$ cat src/rtl/ebpc_pkg.sv
// ============================================================================
//  Module   : ebpc_pkg
//  Brief    : Shared constants and types for the encoder front end.
//  Revision : 1.0
// ============================================================================
`default_nettype none

package ebpc_pkg;

    localparam int unsigned DATA_W        = 16;
    localparam int unsigned LOG_MAX_BLOCK = 12;
    localparam int unsigned BLK_CNT_W     = 16;

    typedef enum logic [1:0] {
        IDLE  = 2'd0,
        RUN   = 2'd1,
        DRAIN = 2'd2
    } ctrl_state_t;

endpackage

`default_nettype wire

$ cat src/rtl/zrle_block_ctrl_if.sv
// ============================================================================
//  Module   : zrle_block_ctrl_if
//  Brief    : Input stream, ZRLE and nonzero-stream signals of the block ctrl.
//  Revision : 1.0
// ============================================================================
`default_nettype none

interface zrle_block_ctrl_if;

    logic [ebpc_pkg::LOG_MAX_BLOCK-1:0] block_len_i;
    logic [ebpc_pkg::DATA_W-1:0]        data_i;
    logic                               last_i;
    logic                               vld_i;
    logic                               rdy_o;
    logic                               zrle_is_one_o;
    logic                               zrle_flush_o;
    logic                               zrle_vld_o;
    logic                               zrle_rdy_i;
    logic                               zrle_out_vld_i;
    logic                               zrle_out_rdy_i;
    logic                               zrle_out_last_i;
    logic [ebpc_pkg::DATA_W-1:0]        nz_data_o;
    logic                               nz_last_o;
    logic                               nz_vld_o;
    logic                               nz_rdy_i;
    logic [ebpc_pkg::BLK_CNT_W-1:0]     blk_cnt_o;
    logic                               idle_o;

    modport master (
        input  block_len_i, data_i, last_i, vld_i,
        input  zrle_rdy_i, zrle_out_vld_i, zrle_out_rdy_i, zrle_out_last_i,
        input  nz_rdy_i,
        output rdy_o, zrle_is_one_o, zrle_flush_o, zrle_vld_o,
        output nz_data_o, nz_last_o, nz_vld_o, blk_cnt_o, idle_o
    );

    modport slave (
        output block_len_i, data_i, last_i, vld_i,
        output zrle_rdy_i, zrle_out_vld_i, zrle_out_rdy_i, zrle_out_last_i,
        output nz_rdy_i,
        input  rdy_o, zrle_is_one_o, zrle_flush_o, zrle_vld_o,
        input  nz_data_o, nz_last_o, nz_vld_o, blk_cnt_o, idle_o
    );

endinterface

`default_nettype wire

$ cat src/rtl/zrle_block_ctrl.sv
// ============================================================================
//  Module   : zrle_block_ctrl
//  Brief    : Per-block sequencer feeding the ZRLE and the nonzero BPC stream.
//  Revision : 1.0
// ============================================================================
`default_nettype none

module zrle_block_ctrl
    import ebpc_pkg::*;
(
    input  logic              clk_i,
    input  logic              rst_ni,
    zrle_block_ctrl_if.master ctrl
);

    localparam logic [LOG_MAX_BLOCK:0] c_len_one = (LOG_MAX_BLOCK+1)'(1);
    localparam logic [LOG_MAX_BLOCK:0] c_len_max = {1'b1, {LOG_MAX_BLOCK{1'b0}}};

    ctrl_state_t               r_state;
    logic [LOG_MAX_BLOCK:0]    r_len_q;
    logic [LOG_MAX_BLOCK-1:0]  r_word_cnt;
    logic [BLK_CNT_W-1:0]      r_blk_cnt;

    logic w_nz;
    logic w_end_blk;
    logic w_rdy;
    logic w_xfer;
    logic w_last_hs;

    // Both sinks are joined: a nonzero word needs both ready, a zero word only the ZRLE.
    always_comb begin
        w_nz      = (ctrl.data_i != '0);
        w_end_blk = ctrl.last_i || (({1'b0, r_word_cnt} + c_len_one) == r_len_q);
        w_rdy     = 1'b0;
        w_last_hs = ctrl.zrle_out_vld_i && ctrl.zrle_out_rdy_i && ctrl.zrle_out_last_i;

        ctrl.zrle_vld_o    = 1'b0;
        ctrl.zrle_is_one_o = 1'b0;
        ctrl.zrle_flush_o  = 1'b0;
        ctrl.nz_vld_o      = 1'b0;
        ctrl.nz_last_o     = 1'b0;
        ctrl.nz_data_o     = ctrl.data_i;
        ctrl.idle_o        = 1'b0;

        case (r_state)
            IDLE: begin
                ctrl.idle_o = !ctrl.vld_i;
            end
            RUN: begin
                w_rdy              = ctrl.zrle_rdy_i && (!w_nz || ctrl.nz_rdy_i);
                ctrl.zrle_vld_o    = ctrl.vld_i && (!w_nz || ctrl.nz_rdy_i);
                ctrl.zrle_is_one_o = w_nz;
                ctrl.zrle_flush_o  = w_end_blk;
                ctrl.nz_vld_o      = ctrl.vld_i && w_nz && ctrl.zrle_rdy_i;
                ctrl.nz_last_o     = w_end_blk;
            end
            default: ;
        endcase

        ctrl.rdy_o = w_rdy;
        w_xfer     = ctrl.vld_i && w_rdy;
    end

    assign ctrl.blk_cnt_o = r_blk_cnt;

    always_ff @(posedge clk_i or negedge rst_ni) begin
        if (!rst_ni) begin
            r_state    <= IDLE;
            r_len_q    <= '0;
            r_word_cnt <= '0;
            r_blk_cnt  <= '0;
        end else begin
            case (r_state)
                IDLE: begin
                    if (ctrl.vld_i) begin
                        r_len_q    <= (ctrl.block_len_i == '0) ? c_len_max
                                                               : {1'b0, ctrl.block_len_i};
                        r_word_cnt <= '0;
                        r_state    <= RUN;
                    end
                end
                RUN: begin
                    if (w_xfer) begin
                        r_word_cnt <= r_word_cnt + LOG_MAX_BLOCK'(1);
                        if (w_end_blk) begin
                            r_state <= DRAIN;
                        end
                    end
                end
                DRAIN: begin
                    if (w_last_hs) begin
                        r_blk_cnt <= r_blk_cnt + BLK_CNT_W'(1);
                        r_state   <= IDLE;
                    end
                end
                default: r_state <= IDLE;
            endcase
        end
    end

endmodule

`default_nettype wire

$ cat src/flat_wrapper.sv
// flat-port wrapper written by rule: the top's interface ports become plain ports
module zrle_block_ctrl_flat import ebpc_pkg::*;
  (clk_i, rst_ni, ctrl_block_len_i, ctrl_data_i, ctrl_last_i, ctrl_vld_i, ctrl_zrle_rdy_i, ctrl_zrle_out_vld_i, ctrl_zrle_out_rdy_i, ctrl_zrle_out_last_i, ctrl_nz_rdy_i, ctrl_rdy_o, ctrl_zrle_is_one_o, ctrl_zrle_flush_o, ctrl_zrle_vld_o, ctrl_nz_data_o, ctrl_nz_last_o, ctrl_nz_vld_o, ctrl_blk_cnt_o, ctrl_idle_o);
  zrle_block_ctrl_if ctrl_i ();
  input  logic clk_i;
  input  logic rst_ni;
  input wire logic [$bits(ctrl_i.block_len_i)-1:0] ctrl_block_len_i;
  input wire logic [$bits(ctrl_i.data_i)-1:0] ctrl_data_i;
  input wire logic [$bits(ctrl_i.last_i)-1:0] ctrl_last_i;
  input wire logic [$bits(ctrl_i.vld_i)-1:0] ctrl_vld_i;
  input wire logic [$bits(ctrl_i.zrle_rdy_i)-1:0] ctrl_zrle_rdy_i;
  input wire logic [$bits(ctrl_i.zrle_out_vld_i)-1:0] ctrl_zrle_out_vld_i;
  input wire logic [$bits(ctrl_i.zrle_out_rdy_i)-1:0] ctrl_zrle_out_rdy_i;
  input wire logic [$bits(ctrl_i.zrle_out_last_i)-1:0] ctrl_zrle_out_last_i;
  input wire logic [$bits(ctrl_i.nz_rdy_i)-1:0] ctrl_nz_rdy_i;
  output wire logic [$bits(ctrl_i.rdy_o)-1:0] ctrl_rdy_o;
  output wire logic [$bits(ctrl_i.zrle_is_one_o)-1:0] ctrl_zrle_is_one_o;
  output wire logic [$bits(ctrl_i.zrle_flush_o)-1:0] ctrl_zrle_flush_o;
  output wire logic [$bits(ctrl_i.zrle_vld_o)-1:0] ctrl_zrle_vld_o;
  output wire logic [$bits(ctrl_i.nz_data_o)-1:0] ctrl_nz_data_o;
  output wire logic [$bits(ctrl_i.nz_last_o)-1:0] ctrl_nz_last_o;
  output wire logic [$bits(ctrl_i.nz_vld_o)-1:0] ctrl_nz_vld_o;
  output wire logic [$bits(ctrl_i.blk_cnt_o)-1:0] ctrl_blk_cnt_o;
  output wire logic [$bits(ctrl_i.idle_o)-1:0] ctrl_idle_o;
  assign ctrl_i.block_len_i = ctrl_block_len_i;
  assign ctrl_i.data_i = ctrl_data_i;
  assign ctrl_i.last_i = ctrl_last_i;
  assign ctrl_i.vld_i = ctrl_vld_i;
  assign ctrl_i.zrle_rdy_i = ctrl_zrle_rdy_i;
  assign ctrl_i.zrle_out_vld_i = ctrl_zrle_out_vld_i;
  assign ctrl_i.zrle_out_rdy_i = ctrl_zrle_out_rdy_i;
  assign ctrl_i.zrle_out_last_i = ctrl_zrle_out_last_i;
  assign ctrl_i.nz_rdy_i = ctrl_nz_rdy_i;
  assign ctrl_rdy_o = ctrl_i.rdy_o;
  assign ctrl_zrle_is_one_o = ctrl_i.zrle_is_one_o;
  assign ctrl_zrle_flush_o = ctrl_i.zrle_flush_o;
  assign ctrl_zrle_vld_o = ctrl_i.zrle_vld_o;
  assign ctrl_nz_data_o = ctrl_i.nz_data_o;
  assign ctrl_nz_last_o = ctrl_i.nz_last_o;
  assign ctrl_nz_vld_o = ctrl_i.nz_vld_o;
  assign ctrl_blk_cnt_o = ctrl_i.blk_cnt_o;
  assign ctrl_idle_o = ctrl_i.idle_o;
  zrle_block_ctrl u_core (.clk_i(clk_i), .rst_ni(rst_ni), .ctrl(ctrl_i));
endmodule
$ cat config.mk
export PLATFORM = sky130hd
export DESIGN_NAME = zrle_block_ctrl_flat
export DESIGN_NICKNAME = d
export VERILOG_FILES = /design/src/rtl/ebpc_pkg.sv /design/src/rtl/zrle_block_ctrl_if.sv /design/src/rtl/zrle_block_ctrl.sv /design/src/flat_wrapper.sv
export SDC_FILE = /design/constraint.sdc
export NUM_CORES = 1
export LEC_CHECK = 0
export BUFFER_PORTS_ARGS = -buffer_cell sky130_fd_sc_hd__buf_2
export CAP_MARGIN = 40
export CELL_PAD_IN_SITES_DETAIL_PLACEMENT = 0
export CELL_PAD_IN_SITES_GLOBAL_PLACEMENT = 1
export CORE_MARGIN = 4
export CORE_UTILIZATION = 40
export CTS_BUF_LIST = sky130_fd_sc_hd__clkbuf_4 sky130_fd_sc_hd__clkbuf_8
export DETAILED_ROUTE_END_ITERATION = 8
export GPL_TIMING_DRIVEN = 0
export PLACE_DENSITY_LB_ADDON = 0.1
export SYNTH_ARGS = -nofsm -noshare
export SYNTH_HDL_FRONTEND = slang
export SYNTH_SLANG_ARGS = --single-unit
$ cat constraint.sdc
create_clock -name clk_i -period 2.7 [get_ports clk_i]
set_input_delay 0.54 -clock clk_i [delete_from_list [all_inputs] [get_ports clk_i]]
set_output_delay 0.54 -clock clk_i [all_outputs]
set_load 0.005 [all_outputs]
# Word level (Yosys, flattened, before mapping)
# Index checks and enable logic that the tools add are counted.
# word_totals
ff_bits	43
in_bits	37
output_inout_bits	39
wordCells	48
# op_classes
addsub	3
eq_ne	7
mux	15
n_reduce_logical	19
# op_table
operator	count
two-way mux 12 bit	2
case mux 12 bit (2 select lines)	1
adder 16 x 1 -> 16 bit (second input constant)	1
nonzero test 16 bit	1
adder 12 x 1 -> 13 bit (second input constant)	1
== test 13 bit	1
two-way mux 13 bit	1
adder 12 x 1 -> 12 bit (second input constant)	1
zero test 12 bit	1
two-way mux 2 bit	4
logical AND 1 bit	7
two-way mux 1 bit	6
!= test 2 x 1 -> 1 bit (second input constant)	3
case mux 2 bit (3 select lines)	1
AND reduction 2 bit	2
AND reduction 4 bit	1
AND reduction 3 bit	1
== test 2 x 1 -> 1 bit (second input constant)	1
== test 2 bit (second input constant)	1
zero test 1 bit	2
zero test 2 bit	1
logical OR 1 bit	2
!= test 2 bit (second input constant)	1
nonzero test 2 bit	1

# Logic depth before layout (Yosys ltp)
# Gate-level depths: netlist of run 1.
# logic_depth
ltp_word	8
mapped_depth	8
mapped_depth_nobuf	7

# Worst setup path before layout of run 1
# No wires, ideal clock.
# synth_path
path_type	reg2out
from	register u_core.r_word_cnt[0]
to	output port ctrl_zrle_flush_o
t_arrival_ps	1924
t_required_ps	2160
slack_ps	236
stages_incl_launch_ff	9
n_path_buf	1
cell_sequence	dfrtp_1 -> ha_1 -> xor2_1 -> a211oi_1 -> o211ai_1 -> nor4_1 -> and4_1 -> o21a_1 -> buf_4
# synth_via
elab_chain_len	4
# synth_rtl
element	line_no	text
start, declared	zrle_block_ctrl.sv:21	logic [LOG_MAX_BLOCK-1:0] r_word_cnt;
start signal, assigned	zrle_block_ctrl.sv:84	r_word_cnt <= r_word_cnt + LOG_MAX_BLOCK'(1);
adder 12 x 1 -> 13 bit	zrle_block_ctrl.sv:33	w_end_blk = ctrl.last_i || (({1'b0, r_word_cnt} + c_len_one) == r_len_q);
== test 13 bit	zrle_block_ctrl.sv:33	
logical OR 1 bit	zrle_block_ctrl.sv:33	
two-way mux 1 bit	-	
end, declared	flat_wrapper.sv:18	output wire logic [$bits(ctrl_i.zrle_flush_o)-1:0] ctrl_zrle_flush_o;
# No other way between the ends.

# Final worst setup path of run 1
# layout_path
from	register u_core.r_word_cnt[0]
to	output port ctrl_zrle_flush_o
# layout_via
elab_chain_len	4
# layout_rtl
element	line_no	text
adder 12 x 1 -> 13 bit	zrle_block_ctrl.sv:33	
== test 13 bit	zrle_block_ctrl.sv:33	
logical OR 1 bit	zrle_block_ctrl.sv:33	
two-way mux 1 bit	zrle_block_ctrl.sv:45	case (r_state)
# No other way between the ends.

==> results of run 1 <==
power groups by stage:
stage,sequential [W],clock (W),combinational (W)
after floorplan,0.000808,0,0.000302
after global placement,0.000834,0,0.000404
after detailed placement,0.000835,0,0.000412
after CTS,0.000819,0.000457,0.000456
after global routing,0.000832,0.000486,0.000536
final,0.000821,0.000439,0.000475
state kept, by name, summed over array words and instances (netlist names):
register               cells
u_core.r_word_cnt         12
u_core.r_state             2
u_core.r_len_q            13
u_core.ctrl.blk_cnt_o     16
critical path, cell delays in order, from the launching register on:
cell and delay (ns):
sky130_fd_sc_hd__dfrtp_2 0.44, sky130_fd_sc_hd__ha_4 0.18, sky130_fd_sc_hd__and3_4 0.20, sky130_fd_sc_hd__and3_4 0.19
sky130_fd_sc_hd__xnor2_1 0.13, sky130_fd_sc_hd__nor4_1 0.20, sky130_fd_sc_hd__and4_2 0.29, sky130_fd_sc_hd__o21a_1 0.13
sky130_fd_sc_hd__buf_4 0.10, sky130_fd_sc_hd__buf_6 0.08
logic make-up (layout without fill, tap and decap cells):
group / Yosys count / after routing / synth area share
adders and majority gates: 2 / 2 / 0.009949
muxes: 14 / 14 / 0.06269
xor gates and xnor gates: 34 / 34 / 0.1214
buffers and inverters: 28 / 115 / 0.07213
and+or+nand+nor: 84 / 84 / 0.2090
AOI/OAI and AO/OA: 37 / 37 / 0.09702
DFF: 43 / 43 / 0.4279
per-layer routing:
| layer | vias to the layer above | share of wire | GRT usage |
|---|---|---|---|
| met5 | - | 0 | 0 |
| li1 | 1015 | - | - |
| met2 | 33 | 0.50 | 0.2651 |
| met4 | 0 | 0.011 | 0.04184 |
| met1 | 938 | 0.45 | 0.2112 |
| met3 | 7 | 0.037 | 0.03690 |
cells in the final DEF (no fill, tap or decap), types with 2 or more instances in the layout:
cell type,instances
sky130_fd_sc_hd__a21oi_1,5
sky130_fd_sc_hd__a22o_1,2
sky130_fd_sc_hd__and2_1,6
sky130_fd_sc_hd__and3_1,5
sky130_fd_sc_hd__and3_4,2
sky130_fd_sc_hd__and4_1,3
sky130_fd_sc_hd__buf_2,77
sky130_fd_sc_hd__buf_4,22
sky130_fd_sc_hd__clkbuf_8,6
sky130_fd_sc_hd__dfrtp_1,42
sky130_fd_sc_hd__inv_1,4
sky130_fd_sc_hd__mux2_2,14
sky130_fd_sc_hd__nand2_1,12
sky130_fd_sc_hd__nand3_1,9
sky130_fd_sc_hd__nand3b_1,3
sky130_fd_sc_hd__nand4_1,5
sky130_fd_sc_hd__nand4_4,2
sky130_fd_sc_hd__nor2_1,14
sky130_fd_sc_hd__nor2b_1,3
sky130_fd_sc_hd__nor4_1,8
sky130_fd_sc_hd__o21a_1,2
sky130_fd_sc_hd__o21ai_0,15
sky130_fd_sc_hd__o31ai_1,5
sky130_fd_sc_hd__or3_1,2
sky130_fd_sc_hd__xnor2_1,22
sky130_fd_sc_hd__xor2_1,10
through the flow:
stage / instances / instance area [um^2]
2_1_floorplan: 242 / 2515
3_3_place_gp: 392 / 2984
3_5_place_dp: 393 / 3004
4_1_cts: 404 / 3152
5_1_grt: 404 / 3164
6_report: 404 / 3164
how the worst max path moves through the flow:
stage                             end
floorplan           ctrl_zrle_flush_o
global placement    ctrl_zrle_flush_o
detailed placement  ctrl_zrle_flush_o
CTS                 ctrl_zrle_flush_o
global route        ctrl_zrle_flush_o
finish              ctrl_zrle_flush_o
cell type report:
cell class / instances / area [um^2]
Fill cell: 577 / 2861
Multi-Input combinational cell: 171 / 1289
Sequential cell: 43 / 1077
Timing Repair Buffer: 79 / 424.2
Buffer: 24 / 166.4
Tap cell: 75 / 93.84
Clock buffer: 6 / 82.58
Clock inverter: 2 / 16.27
Inverter: 4 / 15.01
timing repair:
item                                    4_1_cts  5_1_grt
gates resized for setup                       5        2
pin swaps                                     7        5
hold buffers                                  0        0
endpoints found under the setup margin        2        2
setup buffers                                 3        0
==> impl_metrics.xml, run 1 <==
<?xml version="1.0" encoding="UTF-8"?>
<metrics>
  <group name="worst_setup_path">
    <metric name="worst-r2r-cell-count" unit="">4</metric>
    <metric name="reg2reg_capture_point" unit="">u_core.r_len_q[8]</metric>
    <metric name="endpoint_kind" unit="">output port</metric>
    <metric name="start_kind" unit="">register</metric>
    <metric name="crit_type" unit="">reg -&gt; out</metric>
    <metric name="crit_arrival" unit="ns">2.23</metric>
    <metric name="cp.required" unit="ns">2.16</metric>
    <metric name="reg_to_reg_setup_timing_slack" unit="ns">0.76</metric>
    <metric name="rr_startpoint" unit="">u_core.r_state[1]</metric>
    <metric name="critPathMaxFanout" unit="">5</metric>
    <metric name="crit_start" unit="">u_core.r_word_cnt[0]</metric>
  </group>
  <group name="synthesis">
    <metric name="ys_top_cells_by_area" unit="">sky130_fd_sc_hd__dfrtp_1, sky130_fd_sc_hd__xnor2_1, sky130_fd_sc_hd__mux2_2</metric>
    <metric name="synth_enable_flop_cells" unit="">0</metric>
    <metric name="yosys.cell_count.top_type" unit="">sky130_fd_sc_hd__dfrtp_1</metric>
    <metric name="syn-instance-count" unit="">242</metric>
    <metric name="post_synthesis_async_set_or_reset_flop_share" unit="">1.000</metric>
    <metric name="postSynthAreaPerCell" unit="um^2">10.39</metric>
    <metric name="synth_seq_area_share" unit="">0.4279</metric>
    <metric name="synth_flop_cell" unit="">sky130_fd_sc_hd__dfrtp_1</metric>
    <metric name="yosys_warnings" unit="">0</metric>
    <metric name="synth_top_cells_by_count" unit="">sky130_fd_sc_hd__dfrtp_1, sky130_fd_sc_hd__xnor2_1, sky130_fd_sc_hd__buf_4, sky130_fd_sc_hd__o21ai_0</metric>
    <metric name="netlist-cell-type-count" unit="">46</metric>
    <metric name="netlist.area_leader.share" unit="">0.4279</metric>
    <metric name="synth_area_leader_cell" unit="">sky130_fd_sc_hd__dfrtp_1</metric>
    <metric name="synth.cell_area" unit="um^2">2515</metric>
    <metric name="synth_seq_cells" unit="">43</metric>
    <metric name="syn-num-nets" unit="">281</metric>
  </group>
  <group name="die">
    <metric name="core" unit="um^2">6026</metric>
    <metric name="pin_count" unit="">76</metric>
    <metric name="floorplan.die.width" unit="um">87.29</metric>
    <metric name="floorplan.initialDensity" unit="">0.4174</metric>
    <metric name="floorplan.rows" unit="">28</metric>
    <metric name="design.die.area" unit="um^2">7620</metric>
    <metric name="die_height" unit="um">87.29</metric>
  </group>
  <group name="placed_design">
    <metric name="gp_congestion" unit="">0.8074</metric>
    <metric name="detailedPlacementHpwl" unit="um">4360</metric>
    <metric name="dp_slack" unit="ns">0.0001672</metric>
    <metric name="buffer_ports.inserted" unit="">75</metric>
  </group>
  <group name="pwr">
    <metric name="design_power_total" unit="W">0.001735</metric>
    <metric name="clock_power_share" unit="">0.253</metric>
    <metric name="vdd.ir_drop.worst" unit="V">0.0003726</metric>
    <metric name="power.leakage" unit="nW">1.567</metric>
    <metric name="seq_power_share" unit="">0.473</metric>
    <metric name="cell_internal_pwr" unit="W">0.001217</metric>
    <metric name="switching_share" unit="">0.2985</metric>
    <metric name="cellPowerDensity" unit="nW/um^2">548.3</metric>
    <metric name="power.switching" unit="W">0.0005179</metric>
    <metric name="power_frac_comb" unit="">0.274</metric>
  </group>
  <group name="detailed_routing">
    <metric name="drt-initial-drc-count" unit="">91</metric>
    <metric name="drt-pass1-iter-count" unit="">4</metric>
    <metric name="routedWlPerCell" unit="um">13.95</metric>
    <metric name="detailroute.via_count" unit="">1993</metric>
    <metric name="drt-total-wl" unit="um">5636</metric>
    <metric name="avgViaCountPerCell" unit="">4.933</metric>
    <metric name="drtAntennaViolNets" unit="">0</metric>
    <metric name="detail_route.drc_violations" unit="">0</metric>
  </group>
  <group name="timing">
    <metric name="rsz0062_at_grt" unit="">true</metric>
    <metric name="max-slew-margin-rel" unit="">0.5892</metric>
    <metric name="fin_skew" unit="ns">0.005588</metric>
    <metric name="period_share" unit="">1.026</metric>
    <metric name="layout_setup_ws" unit="ns">-0.06896</metric>
    <metric name="fin_tns_setup" unit="ns">-0.06896</metric>
    <metric name="timing.final.crit_period" unit="ns">2.769</metric>
    <metric name="setup_viol" unit="">1</metric>
    <metric name="achievable-frequency" unit="MHz">361.1</metric>
    <metric name="worst_max_slew_pin_slew" unit="ns">0.6140</metric>
    <metric name="finalMaxSlewViolations" unit="">0</metric>
    <metric name="hold_ws" unit="ns">0.09298</metric>
    <metric name="final_hold_viol_count" unit="">0</metric>
  </group>
  <group name="clock_tree">
    <metric name="ctsHtreeMaxLevel" unit="">2</metric>
    <metric name="clk_pin_slew_worst_paths" unit="ns">0.09</metric>
    <metric name="numClockSinks" unit="">43</metric>
    <metric name="cts-buffers-inserted" unit="">5</metric>
    <metric name="cts_tree" unit="">built</metric>
    <metric name="root_buffer" unit="">sky130_fd_sc_hd__clkbuf_8</metric>
    <metric name="worst_skew_pair.late_latency" unit="ns">0.30</metric>
    <metric name="cts-root-to-sink-buffers" unit="">2</metric>
  </group>
  <group name="run_status">
    <metric name="outcome" unit="">finished, violations left</metric>
    <metric name="violations" unit="">negative setup slack</metric>
  </group>
  <group name="flow_run">
    <metric name="timing.max_cap.violations" unit="">0</metric>
  </group>
  <group name="global_route">
    <metric name="number_of_global_route_vias_before_repair" unit="">2033</metric>
    <metric name="grt_remaining_overflow" unit="">0</metric>
    <metric name="grt_start_max_net_pins" unit="">36</metric>
    <metric name="first_pass_grt_wire_length" unit="um">9625</metric>
    <metric name="grtUsageTotal" unit="">0.1604</metric>
    <metric name="antenna_found_initial" unit="">0</metric>
  </group>
  <group name="layout">
    <metric name="num_antenna_cells" unit="">0</metric>
    <metric name="nets" unit="">367</metric>
    <metric name="post_layout_utilization_of_the_core" unit="">0.5251</metric>
    <metric name="layout-drive-gt1-share" unit="">0.4347</metric>
    <metric name="area_delta_synth_final" unit="%">25.82</metric>
  </group>
  <group name="hold_path">
    <metric name="hold_path.class" unit="">in -&gt; async</metric>
  </group>
</metrics>
(Power assumes the default switching activity.)
==> inputs of run 2 (changes only) <==
==> constraint.sdc (replaced) <==
create_clock -name clk_i -period 2.7 [get_ports clk_i]
set_input_delay 0.54 -clock clk_i [delete_from_list [all_inputs] [get_ports clk_i]]
set_output_delay 0.54 -clock clk_i [all_outputs]
set_load 0.1 [all_outputs]
==> run 2 against run 1 <==
Effect of this change:
- the run still ends with negative setup slack left
- first-iteration DRC count fell by 13%
- fmax fell by 3.7%
- die area did not move
- critical endpoint unchanged
- non-clock buffer count increased by 6
- highest routed layer unchanged
- sequential cell count stayed put
- clock power increased by 22%
==> impl_metrics.xml, run 2 (synthesized netlist as in run 1, its figures left out) <==
<?xml version="1.0" encoding="UTF-8"?>
<metrics>
  <group name="clock_tree">
    <metric name="ctsHtreeMaxLevel" unit="">2</metric>
    <metric name="cts-root-to-sink-buffers" unit="">2</metric>
    <metric name="clk_pin_slew_worst_paths" unit="ns">0.08</metric>
    <metric name="cts-buffers-inserted" unit="">5</metric>
    <metric name="root_buffer" unit="">sky130_fd_sc_hd__clkbuf_8</metric>
    <metric name="numClockSinks" unit="">43</metric>
    <metric name="worst_skew_pair.late_latency" unit="ns">0.29</metric>
    <metric name="cts_tree" unit="">built</metric>
  </group>
  <group name="timing">
    <metric name="fin_skew" unit="ns">0.009854</metric>
    <metric name="layout_setup_ws" unit="ns">-0.1747</metric>
    <metric name="setup_viol" unit="">2</metric>
    <metric name="timing.final.crit_period" unit="ns">2.875</metric>
    <metric name="final_hold_viol_count" unit="">0</metric>
    <metric name="achievable-frequency" unit="MHz">347.9</metric>
    <metric name="max-slew-margin-rel" unit="">0.5862</metric>
    <metric name="period_share" unit="">1.065</metric>
    <metric name="worst_max_slew_pin_slew" unit="ns">0.6184</metric>
    <metric name="rsz0062_at_grt" unit="">true</metric>
    <metric name="finalMaxSlewViolations" unit="">0</metric>
  </group>
  <group name="placed_design">
    <metric name="dp_slack" unit="ns">-0.3208</metric>
    <metric name="gp_congestion" unit="">0.7767</metric>
    <metric name="detailedPlacementHpwl" unit="um">4289</metric>
    <metric name="placed_standard_cell_area" unit="um^2">3010</metric>
    <metric name="buffer_ports.inserted" unit="">75</metric>
    <metric name="dp_cells" unit="">393</metric>
  </group>
  <group name="layout">
    <metric name="nets" unit="">373</metric>
    <metric name="layout.cells.most_common_list" unit="">sky130_fd_sc_hd__buf_2, sky130_fd_sc_hd__dfrtp_1, sky130_fd_sc_hd__buf_4</metric>
    <metric name="final_design_area_no_fill" unit="um^2">3267</metric>
    <metric name="largest_reg_flops" unit="">16</metric>
    <metric name="area_delta_synth_final" unit="%">29.90</metric>
    <metric name="post_layout_utilization_of_the_core" unit="">0.5422</metric>
    <metric name="num_antenna_cells" unit="">0</metric>
    <metric name="commonest_non_fill_non_tap_cell_in_the_layout" unit="">sky130_fd_sc_hd__buf_2</metric>
    <metric name="post_layout_nonfiller_instances" unit="">410</metric>
    <metric name="layout-drive-gt1-share" unit="">0.4478</metric>
  </group>
  <group name="die">
    <metric name="design.die.area" unit="um^2">7620</metric>
    <metric name="pin_count" unit="">76</metric>
    <metric name="floorplan.initialDensity" unit="">0.4174</metric>
    <metric name="floorplan.rows" unit="">28</metric>
    <metric name="die_height" unit="um">87.29</metric>
    <metric name="core" unit="um^2">6026</metric>
    <metric name="floorplan.die.width" unit="um">87.29</metric>
  </group>
  <group name="global_route">
    <metric name="first_pass_grt_wire_length" unit="um">9418</metric>
    <metric name="grt_start_max_net_pins" unit="">25</metric>
    <metric name="antenna_found_initial" unit="">0</metric>
    <metric name="grt_remaining_overflow" unit="">0</metric>
    <metric name="grtUsageTotal" unit="">0.1567</metric>
    <metric name="number_of_global_route_vias_before_repair" unit="">1966</metric>
  </group>
  <group name="worst_setup_path">
    <metric name="path_common_cell" unit="">sky130_fd_sc_hd__and3_4</metric>
    <metric name="top_cell_family_by_delay_on_the_critical_path" unit="">simple AND/OR/NAND/NOR gates</metric>
    <metric name="reg_to_reg_setup_timing_slack" unit="ns">0.66</metric>
    <metric name="crit_arrival" unit="ns">2.33</metric>
    <metric name="worstPathCellList" unit="">ha_4, and3_4, and3_4, xnor2_2, nor4_1, and4_2, o21a_4, buf_6, buf_12</metric>
    <metric name="worstPathBufferInverterCount" unit="">2</metric>
    <metric name="reg2reg_capture_point" unit="">u_core.r_state[0]</metric>
    <metric name="crit_type" unit="">reg -&gt; out</metric>
    <metric name="maximum_cell_stage_delay_along_the_critical_path" unit="ns">0.43</metric>
    <metric name="critPathMaxFanout" unit="">4</metric>
    <metric name="endpoint_kind" unit="">output port</metric>
    <metric name="slowest_stage" unit="">sky130_fd_sc_hd__dfrtp_1</metric>
    <metric name="cp.required" unit="ns">2.16</metric>
    <metric name="worst-r2r-cell-count" unit="">9</metric>
    <metric name="rr_startpoint" unit="">u_core.r_word_cnt[1]</metric>
    <metric name="start_kind" unit="">register</metric>
  </group>
  <group name="detailed_routing">
    <metric name="avgViaCountPerCell" unit="">4.985</metric>
    <metric name="drt-initial-drc-count" unit="">79</metric>
    <metric name="detailroute.via_count" unit="">2044</metric>
    <metric name="drt-total-wl" unit="um">5621</metric>
    <metric name="drtAntennaViolNets" unit="">0</metric>
    <metric name="drt-pass1-iter-count" unit="">4</metric>
    <metric name="routedWlPerCell" unit="um">13.71</metric>
    <metric name="detail_route.drc_violations" unit="">0</metric>
  </group>
  <group name="pwr">
    <metric name="cellPowerDensity" unit="nW/um^2">610.1</metric>
    <metric name="vdd.ir_drop.worst" unit="V">0.0003654</metric>
    <metric name="power.leakage" unit="nW">1.629</metric>
    <metric name="design_power_total" unit="W">0.001993</metric>
  </group>
  <group name="run_status">
    <metric name="outcome" unit="">finished, violations left</metric>
    <metric name="violations" unit="">negative setup slack</metric>
  </group>
  <group name="flow_run">
    <metric name="timing.max_cap.violations" unit="">0</metric>
  </group>
  <group name="hold_path">
    <metric name="hold_path.class" unit="">in -&gt; async</metric>
  </group>
</metrics>
## run 2: how the worst max path moves through the flow
| stage | slack, ns | endpoint | from | cells past startpoint |
|---|---|---|---|---|
| 6_report | -0.17 | ctrl_zrle_flush_o | u_core.r_word_cnt[1] | 9 |
| 5_1_grt | -0.33 | ctrl_zrle_flush_o | u_core.r_word_cnt[1] | 9 |
| 4_1_cts | -0.16 | ctrl_zrle_flush_o | u_core.r_word_cnt[0] | 9 |
| 3_5_place_dp | -0.32 | ctrl_zrle_flush_o | u_core.r_word_cnt[0] | 9 |
| 3_3_place_gp | -0.34 | ctrl_zrle_flush_o | u_core.r_word_cnt[0] | 9 |
| 2_1_floorplan | -0.38 | ctrl_zrle_flush_o | u_core.r_word_cnt[0] | 8 |
## run 2: metrics by stage
| stage | setup TNS [ns] | hold slack, ns |
|---|---|---|
| 2_1_floorplan | -0.3750 | 0.2444 |
| 3_3_place_gp | -0.6080 | 0.4504 |
| 3_5_place_dp | -0.5617 | 0.4545 |
| 4_1_cts | -0.2856 | 0.1948 |
| 5_1_grt | -0.5617 | 0.2145 |
| 6_report | -0.2641 | 0.1955 |
## run 2: cell type report
| type | count | area [um^2] |
|---|---|---|
| Clock buffer | 6 | 82.58 |
| Tap cell | 75 | 93.84 |
| Buffer | 24 | 170.2 |
| Clock inverter | 2 | 38.79 |
| Multi-Input combinational cell | 171 | 1296 |
| Fill cell | 571 | 2759 |
| Inverter | 4 | 15.01 |
| Timing Repair Buffer | 85 | 493.0 |
| Sequential cell | 43 | 1077 |
## run 2: report_power, final
group / total (W) / internal (W) / switching, W / leakage, nW
Sequential: 0.000819 / 0.000737 / 0.0000826 / 0.556
Clock: 0.000535 / 0.000304 / 0.000231 / 0.0618
Combinational: 0.000639 / 0.000280 / 0.000359 / 1.01
Total: 0.00199 / 0.00132 / 0.000672 / 1.63
## run 2: repair_timing
item | in CTS | in global routing
hold buffers | 0 | 0
resized for setup | 13 | 3
pin swaps | 6 | 2
setup endpoints to repair | 2 | 2
setup buffers | 6 | 3
## run 2: metal layers
metal | GRT usage | vias up | share of wire
met5 | 0 | - | 0
met3 | 0.04447 | 6 | 0.072
met4 | 0.04184 | 0 | 0.011
met1 | 0.1982 | 960 | 0.44
met2 | 0.2616 | 50 | 0.47
li1 | - | 1028 | -
